===== src/rtl/fdiv_seq.sv =====
// rtl/fdiv_seq.sv - iterative binary32 divider, radix-2 restoring, round-to-nearest-even, RISC-V fflags
module fdiv_seq #(
    parameter int WIDTH = 32
) (
    input  logic             clk,
    input  logic             rst_n,
    input  logic             valid_input,
    input  logic [WIDTH-1:0] a,
    input  logic [WIDTH-1:0] b,
    output logic [WIDTH-1:0] y,
    output logic             valid_output,
    output logic [4:0]       fflags,
    output logic             busy
);

    typedef enum logic [1:0] {
        IDLE  = 2'd0,
        ITER  = 2'd1,
        ROUND = 2'd2
    } state_t;

    state_t      state_q, state_d;
    logic [4:0]  cnt_q, cnt_d;
    logic [24:0] rem_q, rem_d;
    logic [25:0] quo_q, quo_d;
    logic [23:0] div_q, div_d;
    logic [9:0]  exp_q, exp_d;
    logic        sign_q, sign_d;
    logic        spec_hit_q, spec_hit_d;
    logic [31:0] spec_y_q, spec_y_d;
    logic [4:0]  spec_f_q, spec_f_d;
    logic [31:0] y_q, y_d;
    logic [4:0]  fflags_q, fflags_d;
    logic        valid_q, valid_d;

    logic [7:0]  ea, eb;
    logic [22:0] fa, fb;
    logic        a_zero, a_inf, a_nan, a_snan;
    logic        b_zero, b_inf, b_nan, b_snan;
    logic        sign_in;
    logic [23:0] ma, mb;
    logic        man_small;
    logic [24:0] rem_init;
    logic [9:0]  exp_init;

    assign ea      = a[30:23];
    assign eb      = b[30:23];
    assign fa      = a[22:0];
    assign fb      = b[22:0];
    assign sign_in = a[31] ^ b[31];

    // Denormals are flushed to zero on input, so a zero exponent alone means zero.
    assign a_zero  = (ea == 8'h00);
    assign a_inf   = (ea == 8'hFF) && (fa == 23'd0);
    assign a_nan   = (ea == 8'hFF) && (fa != 23'd0);
    assign a_snan  = a_nan && !fa[22];
    assign b_zero  = (eb == 8'h00);
    assign b_inf   = (eb == 8'hFF) && (fb == 23'd0);
    assign b_nan   = (eb == 8'hFF) && (fb != 23'd0);
    assign b_snan  = b_nan && !fb[22];

    assign ma        = {1'b1, fa};
    assign mb        = {1'b1, fb};
    assign man_small = (ma < mb);
    assign rem_init  = man_small ? {ma, 1'b0} : {1'b0, ma};
    assign exp_init  = {2'b00, ea} - {2'b00, eb} + 10'd127 - {9'd0, man_small};

    logic        spec_hit;
    logic [31:0] spec_y;
    logic [4:0]  spec_f;

    always_comb begin
        spec_hit = 1'b1;
        spec_y   = 32'h7FC0_0000;
        spec_f   = 5'b00000;
        if (a_nan || b_nan || (a_zero && b_zero) || (a_inf && b_inf)) begin
            spec_f = {a_snan || b_snan || (a_zero && b_zero) || (a_inf && b_inf), 4'b0000};
        end else if (a_inf) begin
            spec_y = {sign_in, 8'hFF, 23'd0};
        end else if (b_zero) begin
            spec_y = {sign_in, 8'hFF, 23'd0};
            spec_f = 5'b01000;
        end else if (b_inf || a_zero) begin
            spec_y = {sign_in, 31'd0};
        end else begin
            spec_hit = 1'b0;
        end
    end

    // One restoring step: trial subtract, keep the difference when it does not go negative.
    logic        step_ge;
    logic [24:0] rem_sub;
    logic [24:0] rem_next;
    logic [25:0] quo_next;

    assign step_ge  = (rem_q >= {1'b0, div_q});
    assign rem_sub  = step_ge ? (rem_q - {1'b0, div_q}) : rem_q;
    assign rem_next = rem_sub << 1;
    assign quo_next = {quo_q[24:0], step_ge};

    logic        rnd_g, rnd_r, rnd_s, rnd_inc, rnd_nx, rnd_carry;
    logic [24:0] mant_sum;
    logic [22:0] mant_frac;
    logic [9:0]  exp_rnd;
    logic        exp_ovf, exp_unf;

    assign rnd_g     = quo_q[1];
    assign rnd_r     = quo_q[0];
    assign rnd_s     = (rem_q != 25'd0);
    assign rnd_inc   = rnd_g && (rnd_r || rnd_s || quo_q[2]);
    assign rnd_nx    = rnd_g || rnd_r || rnd_s;
    assign mant_sum  = {1'b0, quo_q[25:2]} + {24'd0, rnd_inc};
    assign rnd_carry = mant_sum[24];
    assign mant_frac = rnd_carry ? mant_sum[23:1] : mant_sum[22:0];
    assign exp_rnd   = exp_q + {9'd0, rnd_carry};
    assign exp_ovf   = !exp_rnd[9] && (exp_rnd >= 10'd255);
    assign exp_unf   = exp_rnd[9] || (exp_rnd == 10'd0);

    always_comb begin
        state_d    = state_q;
        cnt_d      = cnt_q;
        rem_d      = rem_q;
        quo_d      = quo_q;
        div_d      = div_q;
        exp_d      = exp_q;
        sign_d     = sign_q;
        spec_hit_d = spec_hit_q;
        spec_y_d   = spec_y_q;
        spec_f_d   = spec_f_q;
        y_d        = y_q;
        fflags_d   = fflags_q;
        valid_d    = 1'b0;
        unique case (state_q)
            IDLE: begin
                if (valid_input) begin
                    state_d    = ITER;
                    cnt_d      = 5'd25;
                    rem_d      = rem_init;
                    quo_d      = 26'd0;
                    div_d      = mb;
                    exp_d      = exp_init;
                    sign_d     = sign_in;
                    spec_hit_d = spec_hit;
                    spec_y_d   = spec_y;
                    spec_f_d   = spec_f;
                end
            end
            ITER: begin
                rem_d = rem_next;
                quo_d = quo_next;
                if (cnt_q == 5'd0) begin
                    state_d = ROUND;
                end else begin
                    cnt_d = cnt_q - 5'd1;
                end
            end
            ROUND: begin
                state_d = IDLE;
                valid_d = 1'b1;
                if (spec_hit_q) begin
                    y_d      = spec_y_q;
                    fflags_d = spec_f_q;
                end else if (exp_ovf) begin
                    y_d      = {sign_q, 8'hFF, 23'd0};
                    fflags_d = 5'b00101;
                end else if (exp_unf) begin
                    y_d      = {sign_q, 31'd0};
                    fflags_d = 5'b00011;
                end else begin
                    y_d      = {sign_q, exp_rnd[7:0], mant_frac};
                    fflags_d = {4'b0000, rnd_nx};
                end
            end
            default: begin
                state_d = IDLE;
            end
        endcase
    end

    always_ff @(posedge clk or negedge rst_n) begin
        if (!rst_n) begin
            state_q    <= IDLE;
            cnt_q      <= 5'd0;
            rem_q      <= 25'd0;
            quo_q      <= 26'd0;
            div_q      <= 24'd0;
            exp_q      <= 10'd0;
            sign_q     <= 1'b0;
            spec_hit_q <= 1'b0;
            spec_y_q   <= 32'd0;
            spec_f_q   <= 5'd0;
            y_q        <= 32'd0;
            fflags_q   <= 5'd0;
            valid_q    <= 1'b0;
        end else begin
            state_q    <= state_d;
            cnt_q      <= cnt_d;
            rem_q      <= rem_d;
            quo_q      <= quo_d;
            div_q      <= div_d;
            exp_q      <= exp_d;
            sign_q     <= sign_d;
            spec_hit_q <= spec_hit_d;
            spec_y_q   <= spec_y_d;
            spec_f_q   <= spec_f_d;
            y_q        <= y_d;
            fflags_q   <= fflags_d;
            valid_q    <= valid_d;
        end
    end

    assign y            = y_q;
    assign fflags       = fflags_q;
    assign valid_output = valid_q;
    assign busy         = (state_q != IDLE);

endmodule


===== config.mk =====
export PLATFORM = sky130hd
export DESIGN_NAME = fdiv_seq
export DESIGN_NICKNAME = d
export VERILOG_FILES = /design/src/rtl/fdiv_seq.sv
export SDC_FILE = /design/constraint.sdc
export NUM_CORES = 1
export LEC_CHECK = 0
export CAP_MARGIN = 5
export CELL_PAD_IN_SITES_DETAIL_PLACEMENT = 1
export CELL_PAD_IN_SITES_GLOBAL_PLACEMENT = 1
export CORE_MARGIN = 8
export CORE_UTILIZATION = 39
export DETAILED_ROUTE_END_ITERATION = 8
export HOLD_SLACK_MARGIN = 0.12
export PLACE_DENSITY = 0.8
export RECOVER_POWER = 25
export SLEW_MARGIN = 20
export SYNTH_ARGS = -nofsm -noshare
export SYNTH_HDL_FRONTEND = slang
export SYNTH_SLANG_ARGS = --single-unit

===== constraint.sdc =====
create_clock -name clk -period 3.35 [get_ports clk]
set_input_delay 0.335 -clock clk [delete_from_list [all_inputs] [get_ports clk]]
set_output_delay 0.335 -clock clk [all_outputs]
set_load 0.02 [all_outputs]

# Word-level counts from Yosys, hierarchy flattened
# Cells that the tools add are included.
# word_totals
register_bits	169
inputBits	67
output_inout_bits	39
# classes
order_cmp	3
n_eq_ne	7
n_mux	31
n_reduce_logical	41
add_sub_neg	7
n_bitwise	1
# op_table
operator	n
$mux 32	5
$mux 31	2
$pmux 26 s2	1
$mux 25	2
$pmux 25 s2	1
$logic_not 23->1	2
$reduce_bool 23->1	2
$mux 26	1
$add 24x1->25	1
$ge 25x24->1	1
$reduce_bool 25->1	1
$lt 24x24->1	1
$mux 24	1
$sub 24x24->24	1
$mux 23	1
$mux 5	4
$eq 8x8->1 const B	2
$logic_not 8->1	2
$logic_or 1x1->1	12
$add 10x1->10	1
$add 9x8->10 const B	1
$ge 10x8->1 const B	1
$logic_and 1x1->1	10
$logic_not 10->1	1
19 further kinds	33

# Longest topological paths before layout
# Gate-level depths: netlist (run 1).
# logic_depth
ltp_word	11
depth_mapped	20
depth_no_buf	18

# Worst setup path after synthesis (run 1)
# OpenSTA, ideal clock, no wires.
# synth_path
path_kind	input to register
start	in b[9]
end	reg exp_q[9]
setup_time_ns	0.065
slack_ns	-0.268
arrival_time_ns	3.554
cell_stages	19
required_ns	3.285
path_cell_list	inv_1 -> ha_1 -> a2111o_1 -> and3_1 -> a221o_1 -> o21a_1 -> buf_6 -> buf_6 -> ha_1 -> ha_1 -> inv_1 -> fa_1 -> nor2b_1 -> o21ai_0 -> nand2b_1 -> a21o_1 -> a21o_1 -> a2111oi_0 -> a21o_1
# synth_via
elab_chain_cells	2
# synth_lines
item	line	rtl
start, declared	9	input logic [WIDTH-1:0] b,
$lt 24x24->1	64	assign man_small = (ma < mb);
$sub 10x1->10	66	assign exp_init = {2'b00, ea} - {2'b00, eb} + 10'd127 - {9'd0, man_small};
end signal, assigned	201	exp_q <= exp_d;
end, declared	27	logic [9:0] exp_q, exp_d;
# Every way passes these cells.
# A chain may end at the register's enable or synchronous reset.

# Worst setup path in the final report (run 1)
# layout_path
start	reg quo_q[19]
end	reg y_q[6], in the netlist y[6]
# layout_via
elab_chain_cells	7
elab_cells_between_ends	11
cone_classes	add/sub (2); order compare (1); mux (4); reduce/logical (4)
# layout_lines
item	line	rtl
start, declared	25	logic [25:0] quo_q, quo_d;
start signal, assigned	199	quo_q <= quo_d;
$add 24x1->25 *	112	assign mant_sum = {1'b0, quo_q[25:2]} + {24'd0, rnd_inc};
parallel branches: the longest is 4 deep, another holds $add 10x1->10	--	
$mux 31 *	163	end else if (exp_ovf) begin
$mux 32 *	160	if (spec_hit_q) begin
end signal, assigned	206	y_q <= y_d;
end, declared	32	logic [31:0] y_q, y_d;
# Every way passes the cells marked *.

==> implementation parameters, run 1 <==
Parameter                              Value

Synthesis
  Sequential share of the synthesized area ... 35.8%
  Number of nets produced by synthesis ... 1274
  Number of distinct library cells after synthesis ... 74
  Leading register cell type out of synthesis ... sky130_fd_sc_hd__dfrtp_1
  Number of enable flip-flop cells after synthesis ... 0
  Mapped Cells ... 1137
  Proportion of synthesized flip-flops having asynchronous set or reset ... 100%
  Flop and latch count out of synthesis ... 137
  Post-Syn Area ... 9570 um2
  Syn Area/Cell ... 8.42 um2
  Warnings, synthesis ... 0

Clock tree
  TritonCTS buffer count ... 17
  CTS sink cnt ... 137
  Clk Tree Root Cell ... sky130_fd_sc_hd__clkbuf_16
  TritonCTS clock tree ... done
  Count of H-tree levels built during CTS ... 4
  Register clock-pin slew on the reported worst setup and hold paths ... 60 ps
  Clk buf depth ... 2
  Clock latency of the later-clocked register in the worst-skew pair ... 430 ps

Die
  Row cnt ... 57
  Die span in x ... 173 um
  Initial Utilization ... 39.6%
  Die ar. ... 29800 um2
  Count of boundary I/O pins ... 106
  Core Area ... 24200 um2
  Height of the die ... 173 um

Placed design
  Detailed placement HPWL ... 23700 um
  Routability congestion estimate ... 0.852
  Total of buffers placed on input and output ports ... 105
  Placed instance area ... 11800 um2
  DP Worst Slack ... -845 ps

STA
  Final max-slew violation count ... 76
  Maximum achievable frequency ... 286 MHz
  Final setup viols ... 25
  Aggregate negative setup slack ... -1920 ps
  Unrepaired setup endpoints after global routing ... yes
  Final Critical Period ... 3500 ps
  Max-Slew Margin vs Limit ... -25.2%
  Final cycle utilization of the critical path ... 104%
  Number of hold-slack violations in the final timing report ... 0
  Skew final ... 12.8 ps
  Least-Margin Pin Slew ... 1880 ps
  Crit path setup slack, layout ... -146 ps

Setup path
  Path type of the worst setup path ... reg2reg
  R2R depth ... 16
  Nature of the critical path endpoint ... flop
  Required time of the worst setup path ... 3670 ps
  Kind of launch point of the worst setup path ... flop
  Largest fanout of any net on the critical path ... 5
  Arrival time of the worst setup path ... 3820 ps

GRT
  Number of global-route vias before repair ... 10200
  Number of antenna violations at the first check in global routing ... 0
  Met1 Resource Use GR ... 24.4%
  First-pass GRT wire length ... 53000 um
  M2 GR Usage ... 39.4%
  Met3 track utilization from global routing ... 3.86%
  Total global routing track utilization ... 21.5%
  Largest net degree at the start of global routing ... 76
  Highest-utilization routing layer at the global route stage ... met2
  Total congestion overflow ... 0

Finish
  Final net count ... 1473
  Growth of design area from synthesis to finish ... 35.8%
  Diodes inserted ... 0
  Fraction of layout instances using a drive strength above 1 ... 21.3%
  Util after Layout ... 53.8%
  Final Instance Area ... 13000 um2

Run
  Number of max-capacitance violations reported ... 1

Status
  Failing checks ... max-capacitance violations, max-slew violations, negative setup slack
  Run status ... finished, violations left

Pwr
  Overall power ... 10.9 mW
  Leakage power of the design ... 5.84 nW
  Peak ir drop on the vdd network ... 0.000426 V
  Ratio of total power to cell area ... 841 nW/um2

Route
  Antenna violation net count after detailed routing ... 0
  DR iter-0 viols ... 597
  Post-detailed-routing wire length ... 33500 um
  Vias ... 9502
  DRC violations left ... 0
  Average wire per cell in the routed design ... 20.0 um
  Vias per Instance ... 5.68
  Initial DRT Pass Iterations ... 5

Hold path
  Worst min path class ... in2reg
  Worst hold path cell count ... 4
## kinds of logic after synthesis
| logic type | share of synthesized area (%) |
|---|---|
| fa+ha+maj | 9.39 |
| flops | 35.8 |
| compound gates | 20.0 |
| xor+xnor | 5.22 |
| simple gates | 20.8 |
| buf+inv | 6.20 |
| mux | 2.51 |
## per-layer routing
| layer | wire length (um) | share of wire (%) | vias up |
|---|---|---|---|
| li1 | - | - | 4452 |
| met3 | 1190 | 3.6 | 61 |
| met1 | 13500 | 40 | 4789 |
| met4 | 916 | 2.7 | 0 |
| met2 | 17900 | 53 | 200 |
| met5 | 0 | 0 | - |
## final timing paths
check	start	end	slack, ps
min reg2reg	y[11]	y[11]	480
max in group asynchronous	rst_n	div_q[4]	1080
max	quo_q[19]	y[6]	-150
max reg2reg	quo_q[19]	y[6]	-150
min	b[19]	div_q[19]	230
min in group asynchronous	rst_n	y[30]	970
## cell usage after synthesis, drive strengths merged, types with 6 or more instances
cell type	instances	area (um2)
nand2	169	634
dfrtp	137	3430
o21ai	106	534
inv	79	297
nor2	70	263
ha	67	838
clkbuf	47	176
a21oi	45	225
nand3	43	215
nand4	38	238
xnor2	29	254
xor2	28	245
a21o	24	180
mux2i	24	240
nor4	20	146
buf	18	120
nor3	17	85.1
a211o	16	140
o211ai	15	118
a221o	12	120
and3	12	75.1
a211oi	10	75.1
o31ai	10	75.1
and2	9	61.3
o21a	8	60.1
a22o	6	52.6
a31oi	6	37.5
and4	6	55.1
o21bai	6	45.0
## state kept, by name, summed over array words and instances (netlist names)
signal / flops
div_q: 24
quo_q: 26
state_q: 2
sign_q: 1
y: 32
exp_q: 10
spec_y_q: 3
spec_hit_q: 1
rem_q: 25
cnt_q: 5
fflags: 5
spec_f_q: 2
valid_output: 1
## layout by cell type, fill, tap and decap left out, types with 11 or more instances in the layout
cell                              netlist  final
sky130_fd_sc_hd__nand2_1              169    163
sky130_fd_sc_hd__dfrtp_1              137    137
sky130_fd_sc_hd__buf_4                  1    133
sky130_fd_sc_hd__o21ai_0              101     82
sky130_fd_sc_hd__nor2_1                70     70
sky130_fd_sc_hd__clkdlybuf4s50_1        0     66
sky130_fd_sc_hd__inv_1                 78     65
sky130_fd_sc_hd__ha_1                  67     44
sky130_fd_sc_hd__a21oi_1               45     43
sky130_fd_sc_hd__nand4_1               38     38
sky130_fd_sc_hd__nand3_1               43     38
sky130_fd_sc_hd__xnor2_1               29     27
sky130_fd_sc_hd__xor2_1                28     26
sky130_fd_sc_hd__a21o_1                24     24
sky130_fd_sc_hd__mux2i_1               24     24
sky130_fd_sc_hd__ha_4                   0     20
sky130_fd_sc_hd__o21ai_1                4     18
sky130_fd_sc_hd__nor4_1                18     18
sky130_fd_sc_hd__clkbuf_16              0     17
sky130_fd_sc_hd__nor3_1                17     16
sky130_fd_sc_hd__a211o_1               16     16
sky130_fd_sc_hd__dlygate4sd2_1          0     16
sky130_fd_sc_hd__o211ai_1              14     14
sky130_fd_sc_hd__a221o_1               12     12
sky130_fd_sc_hd__inv_2                  1     11
## cell type report
type,instances,area (um2)
clock inverter,14,181
tap,324,405
clock buffer,18,439
multi-input combinational,856,6110
fill,2755,11200
timing repair buffer,245,2120
sequential,137,3430
inverter,79,314
## critical path, stage by stage (launching register included)
cell,delay (ps)
sky130_fd_sc_hd__dfrtp_1,400
sky130_fd_sc_hd__and3_1,220
sky130_fd_sc_hd__and3_1,230
sky130_fd_sc_hd__nand3_2,100
sky130_fd_sc_hd__nand2b_2,150
sky130_fd_sc_hd__inv_2,60
sky130_fd_sc_hd__ha_4,170
sky130_fd_sc_hd__buf_4,140
sky130_fd_sc_hd__and4_4,210
sky130_fd_sc_hd__buf_4,140
sky130_fd_sc_hd__a211o_1,310
sky130_fd_sc_hd__a211oi_2,280
sky130_fd_sc_hd__o2111ai_2,170
sky130_fd_sc_hd__and2_4,200
sky130_fd_sc_hd__and2b_2,250
sky130_fd_sc_hd__buf_6,150
sky130_fd_sc_hd__a22o_1,180
## metrics by stage
stage                     instances  hold slack, ps
final                          1673             226
after CTS                      1663             353
after floorplan                1137            39.4
after detailed placement       1623             403
after global routing           1673             255
after global placement         1623             409
## power by group
group          internal, mW  switching (mW)
clock network          1.21           0.806
registers              2.23           0.539
logic                  2.65            3.49
total                  6.09            4.83
## timing repair
action                                 in CTS  in global routing
setup buffers                               8                 11
endpoints found under the hold margin      72                  0
setup endpoints to repair                  38                 36
gates cloned                                0                  0
pin swaps                                  25                 38
gates resized for setup                   104                102
hold buffers                                1                  0
Note: power is estimated with default switching activity, not from simulation.
==> inputs of run 2 (changes only) <==
--- a/config.mk
+++ b/config.mk
@@ -9,10 +9,10 @@
 export CELL_PAD_IN_SITES_DETAIL_PLACEMENT = 1
 export CELL_PAD_IN_SITES_GLOBAL_PLACEMENT = 1
 export CORE_MARGIN = 8
-export CORE_UTILIZATION = 39
+export CORE_UTILIZATION = 38
 export DETAILED_ROUTE_END_ITERATION = 8
 export HOLD_SLACK_MARGIN = 0.12
-export PLACE_DENSITY = 0.8
+export PLACE_DENSITY = 0.78
 export RECOVER_POWER = 25
 export SLEW_MARGIN = 20
 export SYNTH_ARGS = -nofsm -noshare
==> run 2 against run 1 <==
The run ends with negative setup slack left. Clock skew grew 1.8 ps. Core utilization down 1.6 points. First-iteration DRC count shrank 31%. Maximum frequency grew 1.4%. Sequential cell count is the same. Largest cell class unchanged. Highest routed layer unchanged.
==> implementation parameters, run 2 (synthesized netlist as in run 1, its figures left out) <==
Parameter                              Value

GRT
  Total global routing track utilization ... 21.7% (+0.28 points)
  Number of global-route vias before repair ... 10300 (+0.47%)
  Total congestion overflow ... 0 (unchanged)
  First-pass GRT wire length ... 54300 um (+2.6%)
  Largest net degree at the start of global routing ... 81 (+6.6%)
  Number of antenna violations at the first check in global routing ... 1 (+1)

Die
  Initial Utilization ... 38.3% (-1.2 points)
  Count of boundary I/O pins ... 106 (unchanged)
  Height of the die ... 175 um (+1.2%)
  Die ar. ... 30500 um2 (+2.4%)
  Row cnt ... 58 (+1.8%)
  Core Area ... 25000 um2 (+3.3%)
  Die span in x ... 175 um (+1.2%)

Route
  Antenna violation net count after detailed routing ... 0 (unchanged)
  Vias per Instance ... 5.62 (-1.1%)
  Average wire per cell in the routed design ... 20.1 um (+0.14%)
  Initial DRT Pass Iterations ... 4 (-1)
  Vias ... 9463 (-0.41%)
  DRC violations left ... 0 (unchanged)
  DR iter-0 viols ... 412 (-31%)
  Post-detailed-routing wire length ... 33800 um (+0.80%)

Status
  Run status ... finished, violations left
  Failing checks ... negative setup slack

STA
  Final cycle utilization of the critical path ... 103% (-1.4 points)
  Least-Margin Pin Slew ... 1480 ps (-395 ps)
  Maximum achievable frequency ... 290 MHz (+1.4%)
  Final Critical Period ... 3450 ps (-47.0 ps)
  Number of hold-slack violations in the final timing report ... 0 (unchanged)
  Skew final ... 14.6 ps (+1.81 ps)
  Max-Slew Margin vs Limit ... 1.09% (+26 points)
  Final max-slew violation count ... 0 (-100%)
  Final setup viols ... 20 (-20%)
  Unrepaired setup endpoints after global routing ... yes
  Crit path setup slack, layout ... -98.9 ps (+47.0 ps)

Setup path
  Arrival time of the worst setup path ... 3770 ps (-50 ps)
  Cell family with most CP delay ... simple AND/OR/NAND/NOR gates
  Required time of the worst setup path ... 3670 ps (about the same)
  Kind of launch point of the worst setup path ... flop
  Slowest cell on the critical path ... sky130_fd_sc_hd__dfrtp_1
  R2R depth ... 16 (unchanged)
  Crit-path max cell delay ... 380 ps (-20 ps)
  Path type of the worst setup path ... reg2reg
  Critical path buffer and inverter count ... 4 (unchanged)
  Nature of the critical path endpoint ... flop
  Largest fanout of any net on the critical path ... 5 (unchanged)
  CP cell instances ... and3_1 -> and3_1 -> nand3_1 -> nand2b_2 -> inv_2 -> ha_4 -> buf_6 -> and4_4 -> buf_4 -> a211o_1 -> a211oi_2 -> o2111ai_2 -> and2_4 -> and2b_2 -> buf_6 -> a22o_1
  Total stage count of the critical path ... 16 (unchanged)

Clock tree
  Clk buf depth ... 2 (unchanged)
  TritonCTS clock tree ... done
  Count of H-tree levels built during CTS ... 4 (unchanged)
  CTS sink cnt ... 137 (unchanged)
  Clk Tree Root Cell ... sky130_fd_sc_hd__clkbuf_16
  Clock latency of the later-clocked register in the worst-skew pair ... 430 ps (about the same)
  Register clock-pin slew on the reported worst setup and hold paths ... 70 ps (about the same)
  TritonCTS buffer count ... 17 (unchanged)

Placed design
  Detailed placement HPWL ... 23800 um (+0.19%)
  DP Worst Slack ... -737 ps (+108 ps)
  Total of buffers placed on input and output ports ... 105 (unchanged)
  Routability congestion estimate ... 0.860 (+0.97%)

Finish
  Growth of design area from synthesis to finish ... 36.1%
  Fraction of layout instances using a drive strength above 1 ... 21.9% (+0.53 points)
  Util after Layout ... 52.2% (-1.6 points)
  Most common cell after layout, fill and taps aside ... sky130_fd_sc_hd__nand2_1
  Highest-count cells in the layout ignoring fill and taps ... sky130_fd_sc_hd__nand2_1 (165), sky130_fd_sc_hd__dfrtp_1 (137), sky130_fd_sc_hd__buf_4 (135)
  Layout fillers ... 2924 (+6.1%)
  Final net count ... 1477 (+0.27%)
  Number of flip-flops under the largest register name ... 32 (unchanged)

Pwr
  Net switching component of the power ... 4.91 mW (+1.5%)
  Ratio of total power to cell area ... 836 nW/um2 (-0.56%)
  Leakage power of the design ... 5.87 nW (+0.59%)
  Clock Power Share ... 18.2% (-0.2 points)
  Sw Ratio ... 45.1% (+0.82 points)
  Peak ir drop on the vdd network ... 0.000419 V (-1.8%)
  Power share of the combinational group ... 56.2% (about the same)
  Reg power frac ... 25.6% (+0.2 points)
  Cell-internal power ... 5.98 mW (-1.8%)

Run
  Number of max-capacitance violations reported ... 0 (-1)

Hold path
  Worst hold path cell count ... 4 (unchanged)
  Worst min path class ... in2reg
[run 2: changes by cell type in the layout (fill, tap and decap cells not counted), moves of 3 or more]
cell	before	now
sky130_fd_sc_hd__nand3_2	3	0
sky130_fd_sc_hd__inv_6	7	4
sky130_fd_sc_hd__ha_1	44	47
sky130_fd_sc_hd__dlygate4sd2_1	16	22
sky130_fd_sc_hd__inv_8	0	5
sky130_fd_sc_hd__clkdlybuf4s15_1	7	0
sky130_fd_sc_hd__o21ai_1	18	8
sky130_fd_sc_hd__o21ai_2	5	15
sky130_fd_sc_hd__inv_2	11	14
[run 2: through the flow]
step / setup TNS (ps) / area, um2 / power, mW / hold slack (ps) / cells
finish: -721 / 13000 / 10.9 / 215 / 1684
global placement: -4360 / 11800 / 8.27 / 336 / 1634
detailed placement: -11790 / 11800 / 8.53 / 338 / 1634
CTS: -712 / 12800 / 10.7 / 354 / 1676
floorplan: -41.9 / 9660 / 6.71 / 39.4 / 1137
global route: -2420 / 13000 / 11.7 / 237 / 1684
[run 2: path summary, 6_finish.rpt]
check / startpoint / end / slack, ps
setup / recovery: quo_q[19] / y[14] / -100
hold / removal: b[16] / div_q[16] / 220
setup reg to reg: quo_q[19] / y[14] / -100
hold reg to reg: fflags[2] / fflags[2] / 480
max in group asynchronous: rst_n / rem_q[14] / 550
min in group asynchronous: rst_n / y[29] / 800
[run 2: power groups by stage]
stage / sequential, mW / clock (mW) / combinational, mW
after floorplan: 2.63 / 0 / 4.08
after global placement: 2.70 / 0 / 5.58
after detailed placement: 2.74 / 0 / 5.79
after CTS: 2.74 / 2.00 / 5.97
after global routing: 2.85 / 2.08 / 6.76
final: 2.79 / 1.98 / 6.12
[run 2: routing by layer]
metal	up-vias	track usage, %	share of wire [%]
met5	-	0	0
met4	0	8.12	3.1
met3	60	3.35	3.7
met2	205	39.2	53
met1	4736	25.5	41
li1	4462	-	-
[run 2: final cells by class]
| cell class | instances | area (um2) | share of cell area [%] |
|---|---|---|---|
| clock inverters | 15 | 180 | 1.38 |
| inverters | 79 | 312 | 2.39 |
| diodes | 1 | 2.50 | 0.0192 |
| clock buffers | 17 | 425 | 3.27 |
| multi-input cells | 856 | 6120 | 47.0 |
| flip-flops and latches | 137 | 3430 | 26.3 |
| well taps | 330 | 413 | 3.17 |
| repair buffers | 249 | 2140 | 16.4 |
[run 2: timing repair]
action                                  in CTS  in global routing
hold endpoints to repair                    57                  0
resized for setup                          109                 89
endpoints found under the setup margin      38                 37
hold buffers                                 1                  0
pin swaps                                   34                 36
gates cloned                                 0                  1
buffers inserted                            10                  6
[run 2: tightest hold or removal path, cell delays in order]
cell and delay (ps):
sky130_fd_sc_hd__buf_6 70, sky130_fd_sc_hd__buf_4 100, sky130_fd_sc_hd__nand2_1 40, sky130_fd_sc_hd__o21ai_0 60
==> inputs of run 3 (changes only) <==
--- a/config.mk
+++ b/config.mk
@@ -9,10 +9,10 @@
 export CELL_PAD_IN_SITES_DETAIL_PLACEMENT = 1
 export CELL_PAD_IN_SITES_GLOBAL_PLACEMENT = 1
 export CORE_MARGIN = 8
-export CORE_UTILIZATION = 38
+export CORE_UTILIZATION = 25
 export DETAILED_ROUTE_END_ITERATION = 8
-export HOLD_SLACK_MARGIN = 0.12
-export PLACE_DENSITY = 0.78
+export HOLD_SLACK_MARGIN = 0.06
+export PLACE_DENSITY = 0.57
 export RECOVER_POWER = 25
 export SLEW_MARGIN = 20
 export SYNTH_ARGS = -nofsm -noshare
==> run 3 against run 2 <==
The run ends with max-capacitance violations, max-slew violations left. Sequential power decreased by 2%. Clock skew increased by 3.1 ps. Combinational power decreased by 0.8%. Sequential cell count unchanged. Core utilization decreased by 17 points. Die area increased by 47%. Largest cell class unchanged. Largest power group unchanged.
==> implementation parameters, run 3 (synthesized netlist as in run 1, its figures left out) <==
Parameter                              Value

Route
  Post-detailed-routing wire length ... 32600 um (-3.5%)
  Vias ... 9005 (-4.8%)
  DRC violations left ... 0 (unchanged)
  DR iter-0 viols ... 349 (-15%)
  Vias per Instance ... 4.82 (-14%)
  Initial DRT Pass Iterations ... 4 (unchanged)
  Average wire per cell in the routed design ... 17.5 um (-13%)
  Antenna violation net count after detailed routing ... 0 (unchanged)

Setup path
  Flop-to-flop setup slack ... 80 ps (+180 ps)
  CP endpoint ... y[6]
  Largest fanout of any net on the critical path ... 5 (unchanged)
  Kind of launch point of the worst setup path ... flop
  Endpoint of the worst register-to-register path ... y[6]
  Path type of the worst setup path ... reg2reg
  Arrival time of the worst setup path ... 3580 ps (-190 ps)
  Required time of the worst setup path ... 3660 ps (about the same)
  Nature of the critical path endpoint ... flop
  Startpoint of the most critical register-to-register path ... quo_q[2]
  Worst Setup SP ... quo_q[2]
  R2R depth ... 17 (+1)

STA
  Least-Margin Pin Slew ... 2020 ps (+539 ps)
  Max-Slew Margin vs Limit ... -34.8% (-36 points)
  Final setup viols ... 0 (-100%)
  Crit path setup slack, layout ... 80.4 ps (+179 ps)
  Number of hold-slack violations in the final timing report ... 0 (unchanged)
  Final max-slew violation count ... 74 (+74)
  Unrepaired setup endpoints after global routing ... yes
  Maximum achievable frequency ... 306 MHz (+5.5%)
  Skew final ... 17.7 ps (+3.07 ps)
  Final cycle utilization of the critical path ... 97.6% (-5.4 points)
  Final Critical Period ... 3270 ps (-179 ps)
  Aggregate negative setup slack ... 0 ps (+721 ps)

GRT
  Number of global-route vias before repair ... 9774 (-4.8%)
  Total congestion overflow ... 0 (unchanged)
  Total global routing track utilization ... 14.7% (-7.0 points)
  Largest net degree at the start of global routing ... 75 (-7.4%)
  First-pass GRT wire length ... 53000 um (-2.4%)
  Number of antenna violations at the first check in global routing ... 0 (-1)

Finish
  Final net count ... 1483 (+0.41%)
  Growth of design area from synthesis to finish ... 38.2%
  Highest-count cells in the layout ignoring fill and taps ... sky130_fd_sc_hd__nand2_1 (164), sky130_fd_sc_hd__buf_4 (140), sky130_fd_sc_hd__dfrtp_1 (137)
  Layout fillers ... 4420 (+51%)
  Most common cell after layout, fill and taps aside ... sky130_fd_sc_hd__nand2_1
  Fraction of layout instances using a drive strength above 1 ... 20.3% (-1.6 points)
  Area occupied by multi-input gates ... 6010 um2 (-1.8%)
  Storage cell area ... 3430 um2 (unchanged)
  Diodes inserted ... 0 (-1)
  Util after Layout ... 35.1% (-17 points)
  Final Instance Area ... 13200 um2 (+1.5%)
  Number of flip-flops under the largest register name ... 32 (unchanged)

Pwr
  Power share of the combinational group ... 55.3% (-0.9 points)
  Sw Ratio ... 43.1% (-2.0 points)
  Overall power ... 11.0 mW (+0.88%)
  Ratio of total power to cell area ... 831 nW/um2 (-0.60%)
  Cell-internal power ... 6.25 mW (+4.6%)
  Leakage power of the design ... 5.89 nW (+0.29%)
  Clock Power Share ... 19.8% (+1.6 points)
  Peak ir drop on the vdd network ... 0.000307 V (-27%)
  Reg power frac ... 25.0% (-0.6 points)
  Net switching component of the power ... 4.73 mW (-3.6%)

Clock tree
  Clk Tree Root Cell ... sky130_fd_sc_hd__clkbuf_16
  Count of H-tree levels built during CTS ... 4 (unchanged)
  TritonCTS buffer count ... 17 (unchanged)
  TritonCTS clock tree ... done
  Clock latency of the later-clocked register in the worst-skew pair ... 430 ps (about the same)
  Register clock-pin slew on the reported worst setup and hold paths ... 60 ps (about the same)
  Clk buf depth ... 2 (unchanged)
  CTS sink cnt ... 137 (unchanged)

Status
  Failing checks ... max-capacitance violations, max-slew violations
  Run status ... finished, violations left

Die
  Height of the die ... 212 um (+21%)
  Row cnt ... 71 (+22%)
  Die span in x ... 212 um (+21%)
  Die ar. ... 44800 um2 (+47%)
  Count of boundary I/O pins ... 106 (unchanged)
  Initial Utilization ... 25.4% (-13 points)
  Core Area ... 37700 um2 (+51%)

Hold path
  Worst min path class ... in2reg

Placed design
  Routability congestion estimate ... 0.808 (-6.0%)
  Placed instance area ... 12100 um2 (+2.7%)
  Detailed placement HPWL ... 25300 um (+6.3%)
  DP Worst Slack ... -799 ps (-61.9 ps)
  Total of buffers placed on input and output ports ... 105 (unchanged)

Run
  Number of max-capacitance violations reported ... 1 (+1)
[run 3: cell type report]
cell class	count	share of cell area [%]
multi-input cells	856	45.5
flip-flops and latches	137	25.9
repair buffers	255	16.4
well taps	511	4.84
clock buffers	17	3.22
inverters	79	2.34
clock inverters	14	1.76
[run 3: worst min path at each step]
stage / cells after the start / start / to
floorplan: 0 / rst_n / cnt_q[0]
global placement: 1 / rst_n / y[29]
detailed placement: 1 / rst_n / y[28]
CTS: 4 / b[14] / div_q[14]
global route: 4 / b[16] / div_q[16]
finish: 4 / b[16] / div_q[16]
[run 3: power by group through the flow]
stage	Sequential, mW	Combinational [mW]	Clock (mW)
global route	2.83	6.81	2.29
CTS	2.72	6.02	2.22
floorplan	2.63	4.08	0
detailed placement	2.73	5.89	0
finish	2.74	6.07	2.17
global placement	2.71	5.79	0
[run 3: what timing repair did]
action | in CTS | in global routing
pin swaps | 31 | 32
endpoints found under the hold margin | 72 | 0
buffers inserted | 8 | 8
resized for setup | 84 | 64
setup endpoints to repair | 28 | 36
hold buffers | 1 | 0
[run 3: routing by layer]
layer / part of all wire, % / GRT usage, % / routed length, um / up-vias
li1: - / - / - / 4472
met1: 45 / 18.2 / 14700 / 4399
met2: 51 / 26.4 / 16600 / 110
met3: 2.6 / 2.31 / 852 / 24
met4: 1.4 / 3.35 / 462 / 0
met5: 0 / 0 / 0 / -
[run 3: stage by stage]
stage                     cells  hold slack (ps)
after detailed placement   1825              432
after global routing       1869              281
after floorplan            1137             39.4
final                      1869              245
after global placement     1825              429
after CTS                  1863              351
[run 3: critical path, cell delays in order, from the launching register on]
cell and delay, ps:
sky130_fd_sc_hd__dfrtp_1 340, sky130_fd_sc_hd__and2_4 160, sky130_fd_sc_hd__ha_4 150, sky130_fd_sc_hd__nand2_4 60, sky130_fd_sc_hd__nor4_4 340, sky130_fd_sc_hd__nand2b_2 110
sky130_fd_sc_hd__inv_2 90, sky130_fd_sc_hd__ha_4 150, sky130_fd_sc_hd__buf_6 90, sky130_fd_sc_hd__and4_4 270, sky130_fd_sc_hd__nand3_4 90, sky130_fd_sc_hd__xnor2_2 190
sky130_fd_sc_hd__a31oi_2 110, sky130_fd_sc_hd__o41ai_2 320, sky130_fd_sc_hd__buf_4 170, sky130_fd_sc_hd__and2b_4 210, sky130_fd_sc_hd__buf_6 130, sky130_fd_sc_hd__a22o_1 180
